### src/rtl/abc_seq_pkg.sv
// Shared definitions for the A/B/C stimulus generator: FSM state encoding,
// per-mode step-to-output tables and last-step indices.
package abc_seq_pkg;

  typedef enum logic [1:0] {
    IDLE  = 2'd0,
    PULSE = 2'd1,
    GAP   = 2'd2,
    DONE  = 2'd3
  } state_t;

  // One-hot output selects, packed as {A,B,C}
  localparam logic [2:0] SEL_A = 3'b100;
  localparam logic [2:0] SEL_B = 3'b010;
  localparam logic [2:0] SEL_C = 3'b001;

  localparam logic [2:0] LAST_STEP_M0 = 3'd4;
  localparam logic [2:0] LAST_STEP_M1 = 3'd2;

  // Element 0 sits in the least significant 3 bits
  localparam logic [14:0] SEQ_TBL_M0 = {SEL_C, SEL_B, SEL_A, SEL_B, SEL_A};
  localparam logic [14:0] SEQ_TBL_M1 = {6'b000000, SEL_C, SEL_B, SEL_A};

  function automatic logic [2:0] seq_sel(input logic mode, input logic [2:0] step);
    logic [14:0] tbl_bits;
    int idx;
    tbl_bits = mode ? SEQ_TBL_M1 : SEQ_TBL_M0;
    idx = int'(step) * 3;
    if (step > LAST_STEP_M0)
      return 3'b000;
    return tbl_bits[idx +: 3];
  endfunction

  function automatic logic [2:0] last_step(input logic mode);
    return mode ? LAST_STEP_M1 : LAST_STEP_M0;
  endfunction

endpackage

### src/rtl/seq_cycle_cnt.sv
// Down-counter pacing the PULSE and GAP phases; saturates at zero.
module seq_cycle_cnt (
  input  logic       clk,
  input  logic       rst,
  input  logic       load,
  input  logic [7:0] load_val,
  output logic       zero
);

  logic [7:0] cnt_reg;

  always_ff @(posedge clk) begin
    if (!rst)
      cnt_reg <= 8'd0;
    else if (load)
      cnt_reg <= load_val;
    else if (cnt_reg != 8'd0)
      cnt_reg <= cnt_reg - 8'd1;
  end

  assign zero = (cnt_reg == 8'd0);

endmodule

### src/rtl/abc_seq_gen.sv
// Emits a paced A/B/C pulse sequence (ABABC or ABC) on request, with abort,
// busy and a one-cycle done strobe. All outputs are registered.
module abc_seq_gen
  import abc_seq_pkg::*;
#(
  parameter int PULSE_CYC = 1,
  parameter int GAP_CYC   = 1
) (
  input  logic       clk,
  input  logic       rst,
  input  logic       start,
  input  logic       mode,
  input  logic       abort,
  output logic       A,
  output logic       B,
  output logic       C,
  output logic       busy,
  output logic       done,
  output logic [2:0] step
);

  localparam logic [7:0] PULSE_LOAD = 8'(PULSE_CYC - 1);
  localparam logic [7:0] GAP_LOAD   = 8'(GAP_CYC - 1);

  state_t     state_reg, state_next;
  logic       mode_reg, mode_next;
  logic [2:0] step_reg, step_next;
  logic [2:0] sel_reg, sel_next;
  logic       busy_reg, done_reg;
  logic       cnt_load, cnt_zero;
  logic [7:0] cnt_load_val;

  seq_cycle_cnt u_cnt (
    .clk      (clk),
    .rst      (rst),
    .load     (cnt_load),
    .load_val (cnt_load_val),
    .zero     (cnt_zero)
  );

  always_comb begin
    state_next = state_reg;
    mode_next  = mode_reg;
    step_next  = step_reg;
    case (state_reg)
      IDLE: begin
        if (start) begin
          state_next = PULSE;
          mode_next  = mode;
          step_next  = 3'd0;
        end
      end
      PULSE: begin
        if (abort) begin
          state_next = IDLE;
          step_next  = 3'd0;
        end else if (cnt_zero) begin
          state_next = GAP;
        end
      end
      GAP: begin
        if (abort) begin
          state_next = IDLE;
          step_next  = 3'd0;
        end else if (cnt_zero) begin
          if (step_reg == last_step(mode_reg)) begin
            state_next = DONE;
            step_next  = 3'd0;
          end else begin
            state_next = PULSE;
            step_next  = step_reg + 3'd1;
          end
        end
      end
      DONE: begin
        state_next = IDLE;
        step_next  = 3'd0;
      end
      default: begin
        state_next = IDLE;
        step_next  = 3'd0;
      end
    endcase

    // Counter is reloaded on every state change; only PULSE/GAP entries matter
    cnt_load     = (state_next != state_reg);
    cnt_load_val = (state_next == GAP) ? GAP_LOAD : PULSE_LOAD;

    sel_next = (state_next == PULSE) ? seq_sel(mode_next, step_next) : 3'b000;
  end

  always_ff @(posedge clk) begin
    if (!rst) begin
      state_reg <= IDLE;
      mode_reg  <= 1'b0;
      step_reg  <= 3'd0;
      sel_reg   <= 3'b000;
      busy_reg  <= 1'b0;
      done_reg  <= 1'b0;
    end else begin
      state_reg <= state_next;
      mode_reg  <= mode_next;
      step_reg  <= step_next;
      sel_reg   <= sel_next;
      busy_reg  <= (state_next == PULSE) || (state_next == GAP);
      done_reg  <= (state_next == DONE);
    end
  end

  assign {A, B, C} = sel_reg;
  assign busy      = busy_reg;
  assign done      = done_reg;
  assign step      = step_reg;

endmodule

### config.mk
export PLATFORM = sky130hd
export DESIGN_NAME = abc_seq_gen
export DESIGN_NICKNAME = d
export VERILOG_FILES = /design/src/rtl/abc_seq_pkg.sv /design/src/rtl/seq_cycle_cnt.sv /design/src/rtl/abc_seq_gen.sv
export SDC_FILE = /design/constraint.sdc
export NUM_CORES = 1
export LEC_CHECK = 0
export BUFFER_PORTS_ARGS = -buffer_cell sky130_fd_sc_hd__buf_2
export CAP_MARGIN = 20
export CELL_PAD_IN_SITES_DETAIL_PLACEMENT = 1
export CELL_PAD_IN_SITES_GLOBAL_PLACEMENT = 1
export CORE_MARGIN = 3
export CORE_UTILIZATION = 41
export DETAILED_ROUTE_END_ITERATION = 8
export PLACE_DENSITY_LB_ADDON = 0.1
export SYNTH_ARGS = -nofsm -noshare
export SYNTH_HDL_FRONTEND = slang
export SYNTH_SLANG_ARGS = --single-unit
### constraint.sdc
create_clock -name clk -period 2.4 [get_ports clk]
set_input_delay 0.48 -clock clk [delete_from_list [all_inputs] [get_ports clk]]
set_output_delay 0.48 -clock clk [all_outputs]
set_load 0.01 [all_outputs]
* Word-level counts from Yosys, hierarchy flattened
Cells that the tools add are included.
** Word-level totals
- Flip-flop bits (word level) :: 19
- Bits of input ports :: 5
- Output and inout port bits :: 8
- Logic and storage cells :: 47
** Cells by class
- Add/subtract/negate cells :: 2
- Multipliers :: 1
- Magnitude comparators :: 1
- Equal/unequal tests :: 8
- Shift operators :: 1
- Muxes and demuxes :: 20
- Bitwise gates (word level) :: 1
- Reduce and logical (&&, ||, !) cells :: 6
** Operator list (number)
- 2-to-1 mux 3 bit :: 8
- indexed part select 15 x 6 -> 3 bit :: 1
- 2-to-1 mux 13 bit :: 1
- 2-to-1 mux 2 bit :: 6
- case mux 3 bit (4 select lines) :: 1
- == test 2 bit (second input constant) :: 4
- zero test 8 bit :: 1
- case mux 2 bit (4 select lines) :: 1
- nonzero test 8 bit :: 1
- subtractor 8 x 1 -> 8 bit (second input constant) :: 1
- multiplier 3 x 2 -> 5 bit (second input constant) :: 1
- == test 2 x 1 -> 1 bit (second input constant) :: 2
- adder 3 x 1 -> 3 bit (second input constant) :: 1
- == test 3 bit :: 1
- greater-than comparator 3 bit (second input constant) :: 1
- 2-to-1 mux 1 bit :: 3
- zero test 2 bit :: 1
- != test 2 bit :: 1
- AND reduction 2 bit :: 1
- OR reduction 2 bit :: 1
- logical OR 1 bit :: 1
- inverter 1 bit :: 1

* Depth between registers and ports, before layout
- Depth after elaboration :: 9
- Mapped depth :: 12
- Depth with buffers taken out :: 11

* Modules after synthesis
From an unflattened synthesis, not the netlist that was laid out.
** Unflattened totals
- Cell total of the unflattened synthesis :: 121
- Area total of the unflattened synthesis :: 1126.1 um^2
** Modules (own cells, without submodules)
- abc_seq_gen :: times used 1, cells each 70, area each 668.1 um^2, seq. area each 220.2 um^2
- seq_cycle_cnt :: times used 1, cells each 51, area each 457.9 um^2, seq. area each 160.2 um^2

* Worst setup path after synthesis
Ideal clock, no wire load.
- Path type :: register -> register
- Start point :: reg u_cnt.cnt_reg[0]
- End point :: reg busy_reg (netlist: busy)
- Library setup time :: 115 ps
- Arrival :: 2066 ps
- Data required time :: 2285 ps
- Setup slack :: 219 ps
- Stages on the path, launching flop included :: 10
- Path buffers :: 1
- Clock period less this slack :: 2181 ps
- Cells stage by stage :: dfxtp_1 > inv_1 > ha_1 > or3b_1 > nor2_4 > buf_2 > a21oi_1 > o21ai_0 > ha_1 > and2_1
** Between the ends
- Longest elaborated chain between the ends :: 6
- Elaborated cells between the ends (all ways) :: 9
- Those cells by class :: eq/ne (2); mux (5); reduce/logical (2)
** RTL lines
- start, declared :: RTL line seq_cycle_cnt.sv:10 : logic [7:0] cnt_reg;
- start signal, assigned :: RTL line seq_cycle_cnt.sv:16 : cnt_reg <= load_val;
- start signal, assigned :: RTL line seq_cycle_cnt.sv:18 : cnt_reg <= cnt_reg - 8'd1;
- zero test 8 bit (*) :: RTL line seq_cycle_cnt.sv:21 : assign zero = (cnt_reg == 8'd0);
- 2-to-1 mux 2 bit (on tied branches) :: RTL line abc_seq_gen.sv:65, abc_seq_gen.sv:57
- 2-to-1 mux 2 bit (on tied branches) :: RTL line abc_seq_gen.sv:62, abc_seq_gen.sv:54
- case mux 2 bit (4 select lines) (*) :: RTL line abc_seq_gen.sv:45 : case (state_reg)
- named net state_next[0] :: RTL line abc_seq_gen.sv:25 : state_t state_reg, state_next;
- == test 2 x 1 -> 1 bit or == test 2 bit (tied branches) :: RTL line abc_seq_gen.sv:105 : busy_reg <= (state_next == PULSE) || (state_next == GAP);
- logical OR 1 bit (*) :: RTL line abc_seq_gen.sv:105
- end signal, assigned :: RTL line abc_seq_gen.sv:105
- end, declared :: RTL line abc_seq_gen.sv:29 : logic busy_reg, done_reg;
The timed path passes the listed nets; every way through them passes the cells marked *.
A chain may end at the register's enable or synchronous reset.

* Worst setup path after layout
- Start point :: reg u_cnt.cnt_reg[0]
- End point :: reg sel_reg[2]
** Between the ends
- Elaborated cells between the ends (all ways) :: 16
- Those cells by class :: mul (1); order compare (1); eq/ne (1); shift (1); mux (10); reduce/logical (2)
** RTL lines
- zero test 8 bit (*) :: RTL line seq_cycle_cnt.sv:21
- 2-to-1 mux 2 bit (on tied branches) :: RTL line abc_seq_gen.sv:65, abc_seq_gen.sv:57
- 2-to-1 mux 2 bit (on tied branches) :: RTL line abc_seq_gen.sv:62, abc_seq_gen.sv:54
- case mux 2 bit (4 select lines) (*) :: RTL line abc_seq_gen.sv:45
- named net state_next[1] :: RTL line abc_seq_gen.sv:25
- == test 2 x 1 -> 1 bit (*) :: RTL line abc_seq_gen.sv:89 : sel_next = (state_next == PULSE) ? seq_sel(mode_next, step_next) : 3'b000;
- AND reduction 2 bit (no source line) (*)
- end signal, assigned :: RTL line abc_seq_gen.sv:104 : sel_reg <= sel_next;
- end, declared :: RTL line abc_seq_gen.sv:28 : logic [2:0] sel_reg, sel_next;
Marks and branches as above.

==> metrics <==
library cells used by synthesis 35; Num CTS Buffers 3; CP max FO 6; Synth Cell Area 954.7 um2; GRT Total Usage 0.1781; Worst Slack Setup Final 0.1428 ns; total grt overflow 0; PostCTS Resize Cnt 0; die area 2944 um2; share of the synthesized area in the top cell type 0.3984; Synth warnings 0; Die H around 54 um; synthesis-to-layout area growth 12.32%; Buf/Inv on CP 2; # DRC 0; ys async rst share 0; final HPWL from detailed placement roughly 1.7 mm; leakage 0.4490 nW; WL final around 2.1 mm; Mapped Cells 113; chip width between 50 and 60 um; RePlAce Congestion 0.8340; ant diodes 0; Final ANT Viol Nets 0; Initial Utilization 0.4585; cell mode on critical path inv_1; Synth area leader dfxtp_1; max reg flops 8; Cells after DPL 150; clk sinks 19; Max-Cap Viols 0; clock skew between 0.003 and 0.004 ns; status complete, no violations; Mean Syn Cell Area 8.448 um2; DP Worst Slack 0.1326 ns; crit path launch type register; detailed-route via count a little over 800; Port Buffers 12; Cell Count, Final, Fillers Out 154; number of nets in the layout 137; CP cell instances inv_1 > ha_2 > or3b_1 > or3_1 > a21oi_1 > inv_1 > ha_1 > nand3_1 > nor2_1; WL per Instance 13.78 um; setup TNS 0 ns; CP max stage cell or3b_1; Critical Path AT 2.45 ns; Clock Path Buffers 2; Reg clk slew, reported paths 0.11 ns; Post-synth EDFFs 0; worst hold path type in2reg; Worst Setup End Kind register; initial antenna violation count 0; syn_nets 122; top cells by count, synth 19 x dfxtp_1, 12 x nor2_1, 11 x nor3_1, 7 x nand2_1, 6 x a21oi_1; final setup vio count 0; vias in the first global route 837; most numerous cell in the Yosys netlist dfxtp_1; initial drt markers 10; Max Slew Vio Count 0; DR pass1 iterations 3; first-pass GRT wire length 3.795 mm; Max H-tree Level 1; worst-skew pair later-pin latency between 0.2 and 0.3 ns; Synth area leaders dfxtp_1 40%, nor3_1 5.8%, ha_1 5.2%; Crit Path Category reg2reg; largest net degree at the start of global routing 11; minimum clock period 2.257 ns; main flop type after synthesis dfxtp_1; synthesized flop and latch total 19; via/cell ratio 5.370; PD cells around 1300 nW/um2; I/O pins 13; hold_buf cts 0; TritonCTS clock tree built; clock root cell clkbuf_4; final core utilization 0.5150; relative slew slack 0.6904; VDD IR-drop max 0.7742 mV; Core Box Area 2082 um2; period utilization 0.9405; CP required 2.59 ns; Fmax 443.0 MHz; share of cells above drive strength 1 0.1654; Post-CTS Setup Bufs 0; Fin. Hold Viols 0; worst slew pin tran 0.4616 ns; CP max stage delay approximately 0.42 ns; site row count 16; sequential fraction of the synthesis area 0.3984; RSZ-0062 raised after global routing false; Top Family by Delay on Critical Path simple AND/OR/NAND/NOR gates
cells by family (layout without fill, tap and decap cells):
family | after synthesis | in the layout | share of synthesized area
AOI/OAI and AO/OA | 18 | 18 | 0.1193
xor gates and xnor gates | 5 | 5 | 0.04587
adders and majority gates | 4 | 4 | 0.05243
buffers and inverters | 8 | 22 | 0.03277
DFF | 19 | 19 | 0.3984
muxes | 3 | 3 | 0.03146
and+or+nand+nor | 56 | 56 | 0.3198
path summary, 6_finish.rpt:
| check | startpoint | to | slack [ns] | depth (start not counted) |
|---|---|---|---|---|
| max | u_cnt.cnt_reg[0] | sel_reg[2] | 0.14 | 9 |
| min | rst | sel_reg[1] | 0.50 | 3 |
| max reg2reg | u_cnt.cnt_reg[0] | sel_reg[2] | 0.14 | 9 |
| min reg2reg | u_cnt.cnt_reg[7] | u_cnt.cnt_reg[7] | 0.57 | 2 |
power breakdown:
group | internal [mW] | leakage (nW) | total, mW | switching [mW]
Clock | 0.0645 | 0.0150 | 0.159 | 0.0947
Sequential | 0.379 | 0.154 | 0.446 | 0.0674
Combinational | 0.375 | 0.280 | 0.824 | 0.449
cells in the final DEF, fill, tap and decap left out, types with 4 or more instances in the layout:
cell     synthesis  routed
nor3_1          11      11
dfxtp_1         19      19
inv_1            5       5
and2_1           5       5
nor2_1          12      12
xnor2_1          4       4
nor2b_1          4       4
nand2_1          7       7
a21oi_1          6       6
buf_2            1      12
routing by layer:
metal  track usage  vias to the layer above  part of all wire  wire [um]
met5             0                        -                 0          0
met4       0.06639                        0            0.0094         20
met3       0.02725                        2             0.020         43
met2        0.2789                        6              0.43        923
met1        0.2454                      392              0.53       1135
li1              -                      427                 -          -
cell type report:
type	instances	area [um2]
clock buffers	4	26.28
fillers	263	1010
multi-input cells	86	545.5
well taps	27	33.78
flip-flops and latches	19	380.4
repair buffers	13	67.56
inverters	5	18.77
worst register-to-register path, delay by kind of cell (launching register included):
family | cells | cell delay (ns)
and+or+nand+nor | 4 | 0.94
adders and majority gates | 2 | 0.44
DFF | 1 | 0.34
AOI/OAI and AO/OA | 1 | 0.25
buffers and inverters | 2 | 0.19
stage by stage:
| stage | power [mW] | hold WS, ns | area (um2) |
|---|---|---|---|
| after floorplan | 1.095 | 0.5123 | 954.7 |
| final | 1.429 | 0.5007 | 1072 |
| after global routing | 1.588 | 0.5059 | 1072 |
| after global placement | 1.266 | 0.5521 | 1044 |
| after detailed placement | 1.278 | 0.5475 | 1044 |
| after CTS | 1.439 | 0.5042 | 1070 |
Note: power is estimated with default switching activity, not from simulation.
